$ cat src/rtl/conv_window_ctrl.sv
// conv_window_ctrl
// Sequencing controller for the 3x3 convolution line-buffer datapath.
// Accepts a raster-scan pixel stream (valid/ready), drives the shared shift
// enable of the line buffers, tracks row/column and flags every cycle on
// which a complete 3x3 window sits in the buffers.
//
// Ports:
//   clk, rst       clock, asynchronous active-high reset
//   start          begin a frame (only looked at in IDLE)
//   abort          synchronous frame abort, beats start and accept
//   in_vld/in_rdy  pixel handshake from the source
//   out_rdy        convolution engine can take a window
//   sr_we          line-buffer shift enable (same cycle as the accept)
//   win_vld        registered: full window present, centre win_row/win_col
//   frame_done     one-cycle pulse at end of frame
//   busy           controller not idle
module conv_window_ctrl #(
    parameter int IMG_W = 8,
    parameter int IMG_H = 8,
    parameter int CW    = $clog2(IMG_W),
    parameter int RW    = $clog2(IMG_H)
) (
    input  logic          clk,
    input  logic          rst,
    input  logic          start,
    input  logic          abort,
    input  logic          in_vld,
    output logic          in_rdy,
    input  logic          out_rdy,
    output logic          sr_we,
    output logic          win_vld,
    output logic [RW-1:0] win_row,
    output logic [CW-1:0] win_col,
    output logic          frame_done,
    output logic          busy
);

    typedef enum logic [1:0] {IDLE, RUN, DONE} state_t;

    state_t        state, state_nxt;
    logic [RW-1:0] row;
    logic [CW-1:0] col;
    logic          accept;
    logic          last_col;
    logic          last_px;
    logic          win_hit;

    assign last_col = (col == CW'(IMG_W - 1));
    assign last_px  = last_col && (row == RW'(IMG_H - 1));
    // Pixel (r,c) with r>=2, c>=2 completes the window centred at (r-1,c-1).
    assign win_hit  = (row >= RW'(2)) && (col >= CW'(2));

    always_comb begin
        state_nxt  = state;
        // abort masks the handshake so no pixel is shifted in on that edge.
        in_rdy     = (state == RUN) && out_rdy && !abort;
        accept     = in_vld && in_rdy;
        sr_we      = accept;
        frame_done = (state == DONE) && !abort;
        busy       = (state != IDLE);
        case (state)
            IDLE: if (start && !abort) state_nxt = RUN;
            RUN: begin
                if (abort)                  state_nxt = IDLE;
                else if (accept && last_px) state_nxt = DONE;
            end
            DONE:    state_nxt = IDLE;
            default: state_nxt = IDLE;
        endcase
    end

    always_ff @(posedge clk or posedge rst) begin
        if (rst) state <= IDLE;
        else     state <= state_nxt;
    end

    // Position counters: only move in RUN on an accept, zero everywhere else.
    always_ff @(posedge clk or posedge rst) begin
        if (rst) begin
            row <= '0;
            col <= '0;
        end else if (abort || state != RUN) begin
            row <= '0;
            col <= '0;
        end else if (accept) begin
            if (last_px) begin
                row <= '0;
                col <= '0;
            end else if (last_col) begin
                row <= row + RW'(1);
                col <= '0;
            end else begin
                col <= col + CW'(1);
            end
        end
    end

    // Window flag is a single-cycle pulse per qualifying accept; a stall
    // leaves it low rather than re-issuing the previous window.
    always_ff @(posedge clk or posedge rst) begin
        if (rst) begin
            win_vld <= 1'b0;
            win_row <= '0;
            win_col <= '0;
        end else if (abort) begin
            win_vld <= 1'b0;
        end else begin
            win_vld <= accept && win_hit;
            if (accept && win_hit) begin
                win_row <= row - RW'(1);
                win_col <= col - CW'(1);
            end
        end
    end

endmodule
$ cat config.mk
export PLATFORM = sky130hd
export DESIGN_NAME = conv_window_ctrl
export DESIGN_NICKNAME = d
export VERILOG_FILES = /design/src/rtl/conv_window_ctrl.sv
export SDC_FILE = /design/constraint.sdc
export NUM_CORES = 1
export LEC_CHECK = 0
export ABC_AREA = 1
export ABC_CLOCK_PERIOD_IN_PS = 1480
export CAP_MARGIN = 20
export CELL_PAD_IN_SITES_DETAIL_PLACEMENT = 1
export CELL_PAD_IN_SITES_GLOBAL_PLACEMENT = 1
export CORE_MARGIN = 2
export CORE_UTILIZATION = 36
export DETAILED_ROUTE_END_ITERATION = 8
export PLACE_DENSITY_LB_ADDON = 0.1
export SYNTH_ARGS = -nofsm -noshare
export SYNTH_HDL_FRONTEND = slang
export SYNTH_SLANG_ARGS = --single-unit
$ cat constraint.sdc
create_clock -name clk -period 1.48 [get_ports clk]
set_clock_uncertainty 0.15 [all_clocks]
set_input_delay 0.296 -clock clk [delete_from_list [all_inputs] [get_ports clk]]
set_output_delay 0.296 -clock clk [all_outputs]
set_load 0.005 [all_outputs]
Word-level counts from Yosys, hierarchy flattened

Index checks and enable logic that the tools add are counted.
W data, S select, Z words.

Add/subtract/negate cells: 4
Magnitude comparators: 2
Equality and inequality tests: 7
Mux-type cells: 13
Bitwise logic cells: 1
Reduce and logical (&&, ||, !) cells: 18

Operators with widths:

| operator              | count |
|---|---|
| $mux W3               | 8 |
| $logic_and A1 B1 Y1   | 9 |
| $add A3 B1 Y3 const B | 2 |
| $eq A3 B3 Y1 const B  | 2 |
| $ge A3 B2 Y1 const B  | 2 |
| $mux W2               | 3 |
| $reduce_and A2 Y1     | 3 |
| $sub A3 B1 Y3 const B | 2 |
| $pmux W2 S2           | 1 |
| $reduce_bool A2 Y1    | 2 |
| $ne A3 B2 Y1 const B  | 1 |
| $reduce_bool A3 Y1    | 1 |
| $eq A2 B1 Y1 const B  | 1 |
| $eq A2 B2 Y1 const B  | 1 |
| $logic_not A2 Y1      | 1 |
| $ne A2 B1 Y1 const B  | 1 |
| $ne A2 B2 Y1 const B  | 1 |
| $logic_not A1 Y1      | 1 |
| $logic_or A1 B1 Y1    | 1 |
| $mux W1               | 1 |
| $not A1 Y1            | 1 |

Register bits after elaboration: 15
Output and inout bits: 11
Logic and storage cells: 51

Logic depth before layout (Yosys ltp)

Depth in word-level cells: 8
Depth in mapped cells: 9
Gate-level depth less buffers: 9

Worst setup path before layout

No wires, ideal clock.

Kind: reg2reg
From: register col[0]
To: register row[0]
Arrival: 1.147 ns
Required time: 1.264 ns
Path slack: 0.117 ns
Stages on the path, launching flop included: 8
Path buffers: 0
Period minus slack after synthesis: 1.363 ns
Path through: dfrtp_1 ha_1 ha_1 nand2_1 nand2_1 nor2_1 nand3_1 nand2_1

Cells in the longest elaborated chain, start to end: 5
Elaborated cells on any way between the ends: 7
Those cells by class: eq/ne (1); mux (3); reduce/logical (3)

RTL lines:

| item                   | line | text |
|---|---|---|
| start, declared        | 42   | `logic [CW-1:0] col;` |
| start signal, assigned | 93   | `col <= col + CW'(1);` |
| $eq A3 B3 Y1 *         | 48   | `assign last_col = (col == CW'(IMG_W - 1));` |
| $logic_and A1 B1 Y1    | 49   | `assign last_px = last_col && (row == RW'(IMG_H - 1));` |
| $mux W3                | 86   | `if (last_px) begin` |
| $mux W3                | 85   | `end else if (accept) begin` |
| $mux W3                | 82   | `end else if (abort \|\| state != RUN) begin` |
| end signal, assigned   | 90   | `row <= row + RW'(1);` |
| end, declared          | 41   | `logic [RW-1:0] row;` |

Mark *: on every way between the ends. The rest lies on a longest branch, timed or not. The select of a mux whose other input is x is not followed.
A chain may end at the register's enable or synchronous reset.

Worst setup path after layout

From: register state[1]
To: output port sr_we

Cells in the longest elaborated chain, start to end: 4

RTL lines:

| item                              | line | text |
|---|---|---|
| start, declared                   | 40   | `state_t state, state_nxt;` |
| start signal, assigned            | 74   | `else state <= state_nxt;` |
| $eq A2 B1 Y1                      | 56   | `in_rdy = (state == RUN) && out_rdy && !abort;` |
| $logic_and A1 B1 Y1 (2 in series) | 56   |  |
| $logic_and A1 B1 Y1               | 57   | `accept = in_vld && in_rdy;` |
| end, declared                     | 30   | `output logic sr_we,` |

Every way passes these cells.

==> flow_summary.ini <==
[die]
core_um2 = 2250
start_util_pct = 38.6
die_y_um = 53.2
num_rows = 17
io-pin-count = 17
die_width_um = 53.2
die_area_um2 = 2830

[synth]
yosys_warnings = 0
synth-seq-cells = 15
syn_inst = 110
synth_top_flop_cell = dfrtp_1
syn-mean-instance-area_um2 = 7.92
ys_seq_area_share_pct = 43.1
syn_nets = 123
synth_edf_count = 0
netlist_area_um2 = 871
async_flop_share_pct = 100
synth.distinct_cells = 18

[clock_tree]
ctsRootBufferMaster = clkbuf_4
clock_latency_ns = 0.31
cts_tree = built
numCtsBuffers = 3
cts.sinks = 15
clockBufferDepth = 2
h-tree-depth = 1
clkTransAtPathRegs_ns = 0.10

[critical_path]
arrival_ns = 1.30
timing.critical_path.to = sr_we
rr_endpoint = win_col[2]
reg2regPathDepth = 9
endpoint_kind = output pin
crit_start = state[1]
critPathLaunchType = flip-flop
crit_fanout = 2
path_class = flip-flop to output pin
reg2reg_slack_ns = -0.09
cp.required_ns = 1.03
r2r_start = state[1]

[sta]
max_slew_margin_pct = 83.2
post-route-period-util_pct = 118
setup_slack_ns = -0.270
finalMaxSlewViolations = 0
final.setup.tns_ns = -1.16
tightestPinTransition_ns = 0.253
rsz0062_at_grt = true
finalHoldViolCount = 0
fmax_mhz = 572
period_minus_slack_ns = 1.75
hold_slack_ns = 0.142
finalSetupViolations = 10

[min_path]
hold_path_class = input port to async pin

[global_routing]
grt_max_degree = 16
overflow = 0
antenna_found_initial = 0
grt_pass1_wl_mm = 4.15
grtUsageTotal_pct = 21.1
grt_pass1_vias = 905

[cells_and_area]
drive_gt1_share_pct = 42.8
final_area_um2 = 1390
nNetsFinal = 166
final_cells = 180
areaGrowthSynthToFinish_pct = 59.3
antennaDiodeCount = 0
fill_cells = 276
fin_util_pct = 61.5

[placed_design]
dpl.hpwl_mm = 1.75
globalplace.congestion = 0.743
placed_area_um2 = 1150
dp_cells = 165
io_buffers = 16

[job]
maxCapViolCount = 0

[outcome]
status = finished with violations
violations = negative setup slack

[route]
final_antenna_net_count = 0
drt_iter0_markers = 6
avgRoutedWirePerCell_um = 15.1
via_per_inst = 4.79
wl_mm = 2.71
dr_total_vias = 862
drcViolationCount = 0
first_pass_iters = 2

[power_and_ir_drop]
ir_drop_mv = 0.652
cellPowerDensity_nw_per_um2 = 637
p_leak_nw = 0.781
[area by class of cell]
cell class / count / area [µm²] / share of cell area, %
inverters: 17 / 66.3 / 4.78
multi-input cells: 78 / 569 / 41.0
well taps: 28 / 35.0 / 2.52
clock buffers: 3 / 22.5 / 1.62
repair buffers: 38 / 314 / 22.6
clock inverters: 1 / 5.00 / 0.361
flip-flops and latches: 15 / 375 / 27.1
[cell families after synthesis]
logic type      share of synthesized area (%)
xor+xnor                                 2.01
compound gates                           1.58
flops                                    43.1
simple gates                             35.9
buf+inv                                  7.33
fa+ha+maj                                10.1
[flip-flops by register name, summed over array words and instances (netlist names)]
name	cells
col	3
row	3
win_col	3
win_row	3
state	2
win_vld	1
[Yosys cell counts (2+ instances only)]
library cell / count / share of area [%]
nand2_1: 43 / 19
nand3_1: 6 / 3.4
nor3_1: 2 / 1.1
ha_1: 7 / 10
nor2_1: 6 / 2.6
inv_1: 16 / 6.9
nand2_2: 2 / 1.4
dfrtp_1: 15 / 43
xor2_1: 2 / 2.0
nor2_4: 3 / 3.9
[stage by stage]
step / power [mW] / worst slack, ns
floorplan: 0.514 / 0.117
global placement: 0.586 / -0.568
detailed placement: 0.596 / -0.621
CTS: 0.868 / -0.261
global route: 0.935 / -0.346
finish: 0.884 / -0.270
[per-layer routing]
metal  wire length, µm  global-route usage (%)
met5                 0                       0
met4                64                    4.70
met3                94                    5.93
met2              1470                    37.5
met1              1080                    25.0
[how the worst min path moves through the flow]
stage | from | endpoint | slack (ns) | depth (start not counted)
floorplan | rst | col[0] | 0.05 | 1
global placement | win_col[0] | win_col[0] | 0.30 | 2
detailed placement | win_row[0] | win_row[0] | 0.31 | 2
CTS | rst | win_row[2] | 0.16 | 3
global route | rst | state[1] | 0.16 | 3
finish | rst | win_row[2] | 0.14 | 3
[cell usage in the layout (no fill, tap or decap), types with 3 or more instances in the layout]
master / n
nor2_2: 4
inv_1: 14
clkdlybuf4s50_1: 4
nand3_1: 4
nand2_1: 30
nand2_4: 4
ha_1: 3
dlygate4sd2_1: 9
clkbuf_4: 3
buf_2: 3
buf_4: 18
nor2_4: 4
buf_6: 4
dfrtp_1: 15
nand2_2: 11
[repair_timing]
action,4_1_cts,5_1_grt
hold endpoints to repair,0,0
setup buffers,45,4
endpoints found under the setup margin,14,19
pin swaps,13,14
hold buffers,0,0
resized for setup,39,27
[worst max-delay path, stage by stage, from the launching register on]
cell and delay [ns]:
dfrtp_1 0.40, nor2_2 0.17, nand3_2 0.09, buf_6 0.13, nor2_4 0.08, buf_2 0.12
[report_power, final]
part           internal [mW]  leakage (nW)  switching (mW)
logic                 0.0927         0.556           0.114
registers              0.419         0.207          0.0105
clock network          0.101        0.0177           0.147
total                  0.613         0.781           0.271
No activity file was read; power rests on OpenSTA's default activity.
